==> src/rtl/mpu_store_pkg.sv <==
// Shared widths, matrix limits and types for the MPU store path.
// Both the top and its output buffer import this package.
package mpu_store_pkg;

  localparam int unsigned FPBITS           = 31;
  localparam int unsigned MBITS            = 3;
  localparam int unsigned NBITS            = 3;
  localparam int unsigned MATRIX_REG_BITS  = 2;
  localparam int unsigned M                = 4;
  localparam int unsigned N                = 4;
  localparam int unsigned STORE_FIFO_DEPTH = 2;

  typedef enum logic [1:0] {
    STORE_IDLE,
    STORE_SIZE,
    STORE_MATRIX,
    STORE_DONE
  } store_state_t;

  typedef struct packed {
    logic [MATRIX_REG_BITS:0] addr;
    logic [MBITS:0]           i;
    logic [NBITS:0]           j;
  } reg_req_t;

  // A stored matrix is streamable only if both dimensions are within 1..limit.
  function automatic logic dims_bad(input logic [MBITS:0] m, input logic [NBITS:0] n);
    return (m == '0) || (n == '0) || (m > (MBITS+1)'(M)) || (n > (NBITS+1)'(N));
  endfunction

endpackage

==> src/rtl/mpu_store_fifo.sv <==
// Small synchronous FIFO holding register-file read data until the sink takes it.
// The head is always presented; valid is a registered "not empty" flag.
module mpu_store_fifo #(
  parameter int unsigned WIDTH = 32,
  parameter int unsigned DEPTH = 2
) (
  input  logic                         clk,
  input  logic                         rst,
  input  logic                         push_i,
  input  logic [WIDTH-1:0]             data_i,
  input  logic                         pop_i,
  output logic [$clog2(DEPTH+1)-1:0]   count_o,
  output logic [WIDTH-1:0]             head_o,
  output logic                         valid_o
);

  localparam int unsigned CNT_W = $clog2(DEPTH + 1);
  localparam int unsigned PTR_W = (DEPTH > 1) ? $clog2(DEPTH) : 1;

  logic [WIDTH-1:0] mem_q [DEPTH];
  logic [PTR_W-1:0] wr_ptr_q;
  logic [PTR_W-1:0] rd_ptr_q;
  logic [CNT_W-1:0] count_q;
  logic [CNT_W-1:0] count_d;
  logic             valid_q;

  function automatic logic [PTR_W-1:0] ptr_inc(input logic [PTR_W-1:0] p);
    return (p == PTR_W'(DEPTH - 1)) ? '0 : p + PTR_W'(1);
  endfunction

  // Simultaneous push and pop leave the occupancy unchanged.
  always_comb begin
    count_d = count_q;
    if (push_i && !pop_i) begin
      count_d = count_q + CNT_W'(1);
    end else if (!push_i && pop_i) begin
      count_d = count_q - CNT_W'(1);
    end
  end

  always_ff @(posedge clk) begin
    if (rst) begin
      wr_ptr_q <= '0;
      rd_ptr_q <= '0;
      count_q  <= '0;
      valid_q  <= 1'b0;
      for (int k = 0; k < int'(DEPTH); k++) begin
        mem_q[k] <= '0;
      end
    end else begin
      if (push_i) begin
        mem_q[wr_ptr_q] <= data_i;
        wr_ptr_q        <= ptr_inc(wr_ptr_q);
      end
      if (pop_i) begin
        rd_ptr_q <= ptr_inc(rd_ptr_q);
      end
      count_q <= count_d;
      valid_q <= (count_d != '0);
    end
  end

  assign count_o = count_q;
  assign head_o  = mem_q[rd_ptr_q];
  assign valid_o = valid_q;

endmodule

==> src/rtl/mpu_store.sv <==
// Streams one matrix register out of the MPU register file, row-major,
// over a valid/ready interface, after probing and validating its dimensions.
module mpu_store
  import mpu_store_pkg::*;
#(
  parameter int unsigned FIFO_DEPTH = STORE_FIFO_DEPTH
) (
  input  logic                     clk,
  input  logic                     rst,
  input  logic                     store_en_in,
  input  logic [MATRIX_REG_BITS:0] mem_store_addr_in,
  input  logic                     mem_store_ready_in,
  output logic                     mem_store_valid_out,
  output logic [FPBITS:0]          mem_store_element_out,
  output logic [MBITS:0]           mem_m_store_size_out,
  output logic [NBITS:0]           mem_n_store_size_out,
  output logic                     mem_store_ack_out,
  output logic                     mem_store_done_out,
  output logic                     mem_store_error_out,
  output logic                     reg_store_en_out,
  output logic [MATRIX_REG_BITS:0] reg_store_addr_out,
  output logic [MBITS:0]           reg_i_store_loc_out,
  output logic [NBITS:0]           reg_j_store_loc_out,
  input  logic [FPBITS:0]          reg_store_element_in,
  input  logic [MBITS:0]           reg_m_store_size_in,
  input  logic [NBITS:0]           reg_n_store_size_in
);

  localparam int unsigned TOT_W = MBITS + NBITS + 2;
  localparam int unsigned CNT_W = $clog2(FIFO_DEPTH + 1);

  store_state_t     state_q;
  reg_req_t         req_q;
  logic             req_en_q;
  logic             elem_rd_q;
  logic             ack_q;
  logic             done_q;
  logic             err_q;
  logic [MBITS:0]   m_q;
  logic [NBITS:0]   n_q;
  logic [MBITS:0]   row_q;
  logic [NBITS:0]   col_q;
  logic [TOT_W-1:0] total_q;
  logic [TOT_W-1:0] xfer_q;

  logic [CNT_W-1:0] fifo_count;
  logic             pop;
  logic             issue;

  // A pop on this edge frees a slot, so the read issued alongside it still fits.
  always_comb begin
    pop   = mem_store_valid_out && mem_store_ready_in;
    issue = 1'b0;
    if ((state_q == STORE_MATRIX) && (row_q < m_q)) begin
      issue = (32'(fifo_count) + 32'(elem_rd_q) - 32'(pop)) < FIFO_DEPTH;
    end
  end

  always_ff @(posedge clk) begin
    if (rst) begin
      state_q   <= STORE_IDLE;
      req_q     <= '0;
      req_en_q  <= 1'b0;
      elem_rd_q <= 1'b0;
      ack_q     <= 1'b0;
      done_q    <= 1'b0;
      err_q     <= 1'b0;
      m_q       <= '0;
      n_q       <= '0;
      row_q     <= '0;
      col_q     <= '0;
      total_q   <= '0;
      xfer_q    <= '0;
    end else begin
      req_en_q  <= 1'b0;
      elem_rd_q <= 1'b0;
      done_q    <= 1'b0;
      case (state_q)
        STORE_IDLE: begin
          if (store_en_in) begin
            req_q.addr <= mem_store_addr_in;
            req_q.i    <= '0;
            req_q.j    <= '0;
            req_en_q   <= 1'b1;
            ack_q      <= 1'b1;
            err_q      <= 1'b0;
            state_q    <= STORE_SIZE;
          end
        end
        STORE_SIZE: begin
          m_q     <= reg_m_store_size_in;
          n_q     <= reg_n_store_size_in;
          total_q <= TOT_W'(reg_m_store_size_in) * TOT_W'(reg_n_store_size_in);
          row_q   <= '0;
          col_q   <= '0;
          xfer_q  <= '0;
          if (dims_bad(reg_m_store_size_in, reg_n_store_size_in)) begin
            err_q   <= 1'b1;
            ack_q   <= 1'b0;
            state_q <= STORE_IDLE;
          end else begin
            state_q <= STORE_MATRIX;
          end
        end
        STORE_MATRIX: begin
          if (issue) begin
            req_en_q  <= 1'b1;
            elem_rd_q <= 1'b1;
            req_q.i   <= row_q;
            req_q.j   <= col_q;
            if (col_q == n_q - (NBITS+1)'(1)) begin
              col_q <= '0;
              row_q <= row_q + (MBITS+1)'(1);
            end else begin
              col_q <= col_q + (NBITS+1)'(1);
            end
          end
          if (pop) begin
            xfer_q <= xfer_q + TOT_W'(1);
            if (xfer_q + TOT_W'(1) == total_q) begin
              ack_q   <= 1'b0;
              done_q  <= 1'b1;
              state_q <= STORE_DONE;
            end
          end
        end
        STORE_DONE: begin
          state_q <= STORE_IDLE;
        end
        default: begin
          state_q <= STORE_IDLE;
        end
      endcase
    end
  end

  // Read data arrives in the cycle its request is presented and is buffered on that edge.
  mpu_store_fifo #(
    .WIDTH (FPBITS + 1),
    .DEPTH (FIFO_DEPTH)
  ) u_fifo (
    .clk     (clk),
    .rst     (rst),
    .push_i  (elem_rd_q),
    .data_i  (reg_store_element_in),
    .pop_i   (pop),
    .count_o (fifo_count),
    .head_o  (mem_store_element_out),
    .valid_o (mem_store_valid_out)
  );

  assign mem_m_store_size_out = m_q;
  assign mem_n_store_size_out = n_q;
  assign mem_store_ack_out    = ack_q;
  assign mem_store_done_out   = done_q;
  assign mem_store_error_out  = err_q;
  assign reg_store_en_out     = req_en_q;
  assign reg_store_addr_out   = req_q.addr;
  assign reg_i_store_loc_out  = req_q.i;
  assign reg_j_store_loc_out  = req_q.j;

endmodule

==> config.mk <==
export PLATFORM = sky130hd
export DESIGN_NAME = mpu_store
export DESIGN_NICKNAME = d
export VERILOG_FILES = /design/src/rtl/mpu_store_pkg.sv /design/src/rtl/mpu_store_fifo.sv /design/src/rtl/mpu_store.sv
export SDC_FILE = /design/constraint.sdc
export NUM_CORES = 1
export LEC_CHECK = 0
export BUFFER_PORTS_ARGS = -buffer_cell sky130_fd_sc_hd__clkbuf_2
export CAP_MARGIN = 20
export CORE_ASPECT_RATIO = 0.9
export CORE_MARGIN = 2
export CORE_UTILIZATION = 55
export CTS_CLUSTER_DIAMETER = 50
export DETAILED_ROUTE_END_ITERATION = 10
export HOLD_SLACK_MARGIN = 0.05
export PLACE_DENSITY = 0.78
export SYNTH_ARGS = -nofsm -noshare
export SYNTH_HDL_FRONTEND = slang
export SYNTH_HIERARCHICAL = 1
export SYNTH_SLANG_ARGS = --single-unit
==> constraint.sdc <==
create_clock -name clk -period 5.4 [get_ports clk]
set_input_delay 1.08 -clock clk [delete_from_list [all_inputs] [get_ports clk]]
set_output_delay 1.08 -clock clk [all_outputs]
set_load 0.01 [all_outputs]
=== Word level (Yosys, flattened, before mapping) ===
Memory sizes are Yosys's and may differ from the RTL's. A register that Yosys moved wholly into a read port is not among the register bits.
Index checks and enable logic that the tools add are counted.

* Output and inout bits: 56
* ROM bits: 0
* Memories kept: 1
* Bits in latches: 0
* Memory bits (writable): 64
* Bits of input ports: 47
* Bits in registers: 55
* Logic and storage cells: 119

{| class="wikitable"
|+ Memories
! name !! depth !! width !! read ports !! clocked after memory_dff !! write ports !! RTL line !! RTL
|-
| u_fifo.mem_q || 2 || 32 || 1 || 1 || 2 || mpu_store_fifo.sv:20 || <nowiki>logic [WIDTH-1:0] mem_q [DEPTH];</nowiki>
|}

* Order comparisons: 4
* Multipliers: 1
* Reduce and logical (&&, ||, !) cells: 28
* $add $sub $neg: 10
* Eq/ne operators: 11
* Bitwise gates (word level): 2
* Mux-type cells: 43
* Shift operators: 0
* Divide/modulo/power cells: 0

{| class="wikitable"
|+ Operators with widths
! kind !! count
|-
| less-than comparator 32 x 2 -> 1 bit (second input constant) || 1
|-
| 2-to-1 mux 32 bit || 1
|-
| one-hot mux 8 bit (2 select lines) || 2
|-
| OR reduction 32 bit || 1
|-
| 2-to-1 mux 8 bit || 3
|-
| 2-to-1 mux 1 bit || 21
|-
| 2-to-1 mux 4 bit || 4
|-
| one-hot mux 4 bit (2 select lines) || 2
|-
| 2-to-1 mux 2 bit || 6
|-
| AND reduction 3 bit || 4
|-
| adder 4 x 1 -> 4 bit (second input constant) || 2
|-
| adder 8 x 1 -> 8 bit (second input constant) || 1
|-
| equality test 8 bit || 1
|-
| greater-than comparator 4 x 3 -> 1 bit (second input constant) || 2
|-
| zero test 4 bit || 2
|-
| multiplier 4 x 4 -> 8 bit || 1
|-
| one-hot mux 2 bit (4 select lines) || 1
|-
| nonzero test 2 bit || 4
|-
| != test 2 x 1 -> 1 bit (second input constant) || 3
|-
| != test 2 bit (second input constant) || 3
|-
| AND reduction 2 bit || 3
|-
| AND reduction 5 bit || 1
|-
| equality test 2 bit (second input constant) || 2
|-
| equality test 4 bit || 1
|-
| 18 further kinds || 27
|}

=== Longest topological paths before layout ===
* Word-level depth: 6
* Mapped depth: 12
* Depth with buffers taken out: 12

=== Cells and area by module ===
Netlist, hierarchy kept.

{| class="wikitable"
|+ By module, submodules not included
! module !! area an instance (um^2) !! seq. area each (um^2) !! cells an instance !! times used
|-
| mpu_store || 3,263.1 || 1,001.0 || 397 || 1
|-
| mpu_store_fifo || 3,088.0 || 2,042.0 || 238 || 1
|}

=== Least setup slack after synthesis ===
No wires, ideal clock.

* Kind: input port to flip-flop
* From: in reg_n_store_size_in[3]
* To: reg total_q[7]
* Path buffers: 0
* Required time: 5.280 ns
* Stages on the path: 11
* Data arrival time: 3.383 ns
* Slack: 1.897 ns
* Library setup time: 0.120 ns
* Cell sequence: nand2_1 > fa_1 > fa_1 > inv_1 > ha_1 > a21o_1 > a21oi_1 > o21bai_1 > a21oi_1 > nor4b_1 > a211o_1

* Cells in the longest elaborated chain, start to end: 1

{| class="wikitable"
|+ Ends and longest elaborated chain
! item !! RTL line !! RTL
|-
| from (decl) || mpu_store.sv:26 || <nowiki>input logic [NBITS:0] reg_n_store_size_in</nowiki>
|-
| multiplier 4 x 4 -> 8 bit || mpu_store.sv:93 || <nowiki>total_q <= TOT_W'(reg_m_store_size_in) * TOT_W'(reg_n_store_size_in);</nowiki>
|-
| to (signal assigned) || mpu_store.sv:93 ||
|-
| to (decl) || mpu_store.sv:43 || <nowiki>logic [TOT_W-1:0] total_q;</nowiki>
|}

Every way passes these cells.
A chain may end at the register's enable or synchronous reset.

=== Final worst setup path ===
* From: in mem_store_ready_in
* To: reg req_q, in the netlist reg_j_store_loc_out[2]

* Cells in the longest elaborated chain, start to end: 6

{| class="wikitable"
|+ Ends and longest elaborated chain
! item !! RTL line !! RTL
|-
| from (decl) || mpu_store.sv:12 || <nowiki>input logic mem_store_ready_in,</nowiki>
|-
| logical AND 1 bit || mpu_store.sv:52 || <nowiki>pop = mem_store_valid_out && mem_store_ready_in;</nowiki>
|-
| net pop || mpu_store.sv:47 || <nowiki>logic pop;</nowiki>
|-
| subtractor 3 x 1 -> 4 bit || mpu_store.sv:55 || <nowiki>issue = (32'(fifo_count) + 32'(elem_rd_q) - 32'(pop)) < FIFO_DEPTH;</nowiki>
|-
| less-than comparator 32 x 2 -> 1 bit || mpu_store.sv:55 ||
|-
| 2-to-1 mux 1 bit || mpu_store.sv:54 || <nowiki>if ((state_q == STORE_MATRIX) && (row_q < m_q)) begin</nowiki>
|-
| != test 2 bit (no source line) || n/a ||
|-
| AND reduction 3 bit (no source line) || n/a ||
|-
| to (decl) || mpu_store.sv:33 || <nowiki>reg_req_t req_q;</nowiki>
|}

The timed path passes the listed nets, and every way through them passes these cells.

==> metrics.txt <==
Pins Over Slew Limit=0; gpl congestion=0.868; Reg clk slew, reported paths=50 ps; most frequent cells in the layout=nor2_1 (106), clkbuf_2 (102), edfxtp_1 (64); initial core utilization=between 50% and 60%; kind of critical path=input pin to register; final wirelength=13,900 microns; ANT nets after route=0; Synth Cell Area=6350 sq um; fraction of layout cells with a size suffix above 1=25.0%; die extent in y=106 microns; post-synth top area share=30.3%; WL per Instance=15.6 microns; Via density=~5.5; Main synth FF type=edfxtp_1; root buf cell=clkbuf_16; Critical Path Sink Type=register; 1st-iter DRT viols=410; R2R Setup Slk=1890 ps; area leader, netlist=edfxtp_1; Setup TNS Final=0 ps; largest net degree at the start of global routing=57; final hold violation count=0; number of global-route vias before repair=4,885; P per Cell Area=between 300 and 400 nW/um^2; HPWL after detailed placement=9220 microns; total power=2350 uW; die area=12,400 sq um; Clk Latency, worst-skew pair=410 ps; Synthesized Nets=710; total core area=11,300 sq um; fmax=257 MHz; Reg2Reg Depth=12; synthesized flop and latch total=120; VDD IR max=0.253 mV; total gr overflow=0; Tmin final=between 3000 and 4000 ps; Arr. time, crit path=4210 ps; number of setup violations in the final report=0; vias=4,955; status=finished clean; first-pass GRT wire length=22,500 microns; hold_buf cts=0; Gates resized, CTS repair=0; CP max FO=12; WHS Path Cells=2; hold crit path type=register to register; Longest Clk Path Bufs=2; antenna violations before repair=0; Area Growth Syn to Fin=18.2%; post-synthesis sequential area ratio=47.9%; TritonCTS clock tree=built; input/output buffers=102; clk_skew=7.72 ps; worst endpoint required time=5720 ps; RSZ-0062 raised after global routing=false; antenna diode count=0; Worst-Margin Slew=972 ps; First-pass DRT Iterations=5; Rel. slew slack=35.2%; synth warn=6; total CTS buffers=17; Synth cell types=between 50 and 60; I/O pin count=103; Mean Syn Cell Area=10.0 sq um; Nets=802; Die W=between 100 and 150 microns; Tcrit/Tclk final=72.2%; Leakage=0.00300 uW; CTS H-Tree Depth=4; MaxCap Viol Count=0; Total Routing Usage GR=23.0%; clk sinks=120; Critical Path Start Type=input pin; postcts setup bufs=0; Post-Synthesis Cells=635; commonest non-fill, non-tap cell in the layout=nor2_1; main area contributors after synthesis=edfxtp_1 (30%), dfxtp_1 (18%), nor2_1 (6.3%); Post-synth EDFFs=64; asr flop ratio synth=0%; DRC viols=0; row count=37
-- synthesized netlist by cell type (6+ instances only) --
cell and instances:
o21ai_0 24, xor2_1 6, mux2i_1 14, inv_1 20, a21boi_0 10, dfxtp_1 56
nor3_1 16, mux2_2 32, edfxtp_1 64, a21oi_1 32, nand2b_1 41, buf_2 9
clkbuf_1 16, and2_1 9, xnor2_1 22, nand4_1 6, nand2_1 44, ha_1 23
nor2_1 106, nand3_1 11
-- stage by stage --
step	setup slack, ps	cell area [sq um]	utilization, %	hold slack (ps)	cells
final	1500	7510	66.2	460	896
after global routing	1190	7510	66.2	484	896
after CTS	1540	7500	66.1	463	895
after detailed placement	1230	6930	61.1	448	863
after global placement	1330	6930	61.1	448	863
after floorplan	1900	6350	-	458	635
-- per-layer routing --
metal | global-route usage [%] | wire length [microns]
met2 | 37.6 | 6870
met5 | 0 | 0
met1 | 30.2 | 6200
met4 | 8.40 | 125
met3 | 4.56 | 749
-- area by class of cell --
class                   count  area, sq um
clock buffers              20          447
clock inverters            12          128
flip-flops and latches    120         3040
multi-input cells         457         3040
well taps                 156          195
fillers                   867         3830
inverters                  20         75.1
repair buffers            111          578
-- registers in the layout (all words and copies together), names as in the netlist, 2 cells and up, named ones only --
signal,count
mem_m_store_size_out,4
reg_i_store_loc_out,4
total_q,8
row_q,4
xfer_q,8
u_fifo/count_o,2
col_q,4
u_fifo/mem_q,64
reg_j_store_loc_out,4
mem_n_store_size_out,4
reg_store_addr_out,3
-- power breakdown --
| group | leakage (uW) | total (uW) | switching (uW) | internal, uW |
|---|---|---|---|---|
| clock | 0.000274 | 1080 | 395 | 689 |
| combinational | 0.00162 | 252 | 149 | 104 |
| sequential | 0.00112 | 1010 | 18.0 | 992 |
| total | 0.00300 | 2350 | 562 | 1780 |
-- final timing paths --
path | startpoint | end
setup / recovery | mem_store_ready_in | reg_j_store_loc_out[2]$_SDFFE_PP0P_
hold / removal | reg_store_addr_out[1]$_SDFFE_PP0P_ | reg_store_addr_out[1]$_SDFFE_PP0P_
setup reg to reg | u_fifo/valid_o$_SDFF_PP0_ | reg_j_store_loc_out[2]$_SDFFE_PP0P_
hold reg to reg | reg_store_addr_out[1]$_SDFFE_PP0P_ | reg_store_addr_out[1]$_SDFFE_PP0P_
-- logic make-up (layout without fill, tap and decap cells) --
logic type | after synthesis | after routing | share of synthesized area [%]
muxes | 49 | 49 | 8.47
DFF | 120 | 120 | 47.9
AOI/OAI and AO/OA | 90 | 90 | 8.79
adders and majority gates | 28 | 28 | 6.11
and+or+nand+nor | 262 | 262 | 20.7
xor gates and xnor gates | 28 | 28 | 3.86
buffers and inverters | 58 | 163 | 4.16
-- worst max-delay path, cell delays in order --
cell and delay, ps:
clkbuf_2 90, nand2_1 190, inv_1 350, nand2b_1 140
a21boi_0 260, fa_1 260, inv_1 50, a2111oi_0 560
nor3_1 110, buf_4 200, a21oi_1 510, o21ai_0 210
a21oi_1 200
(Power assumes the default switching activity.)
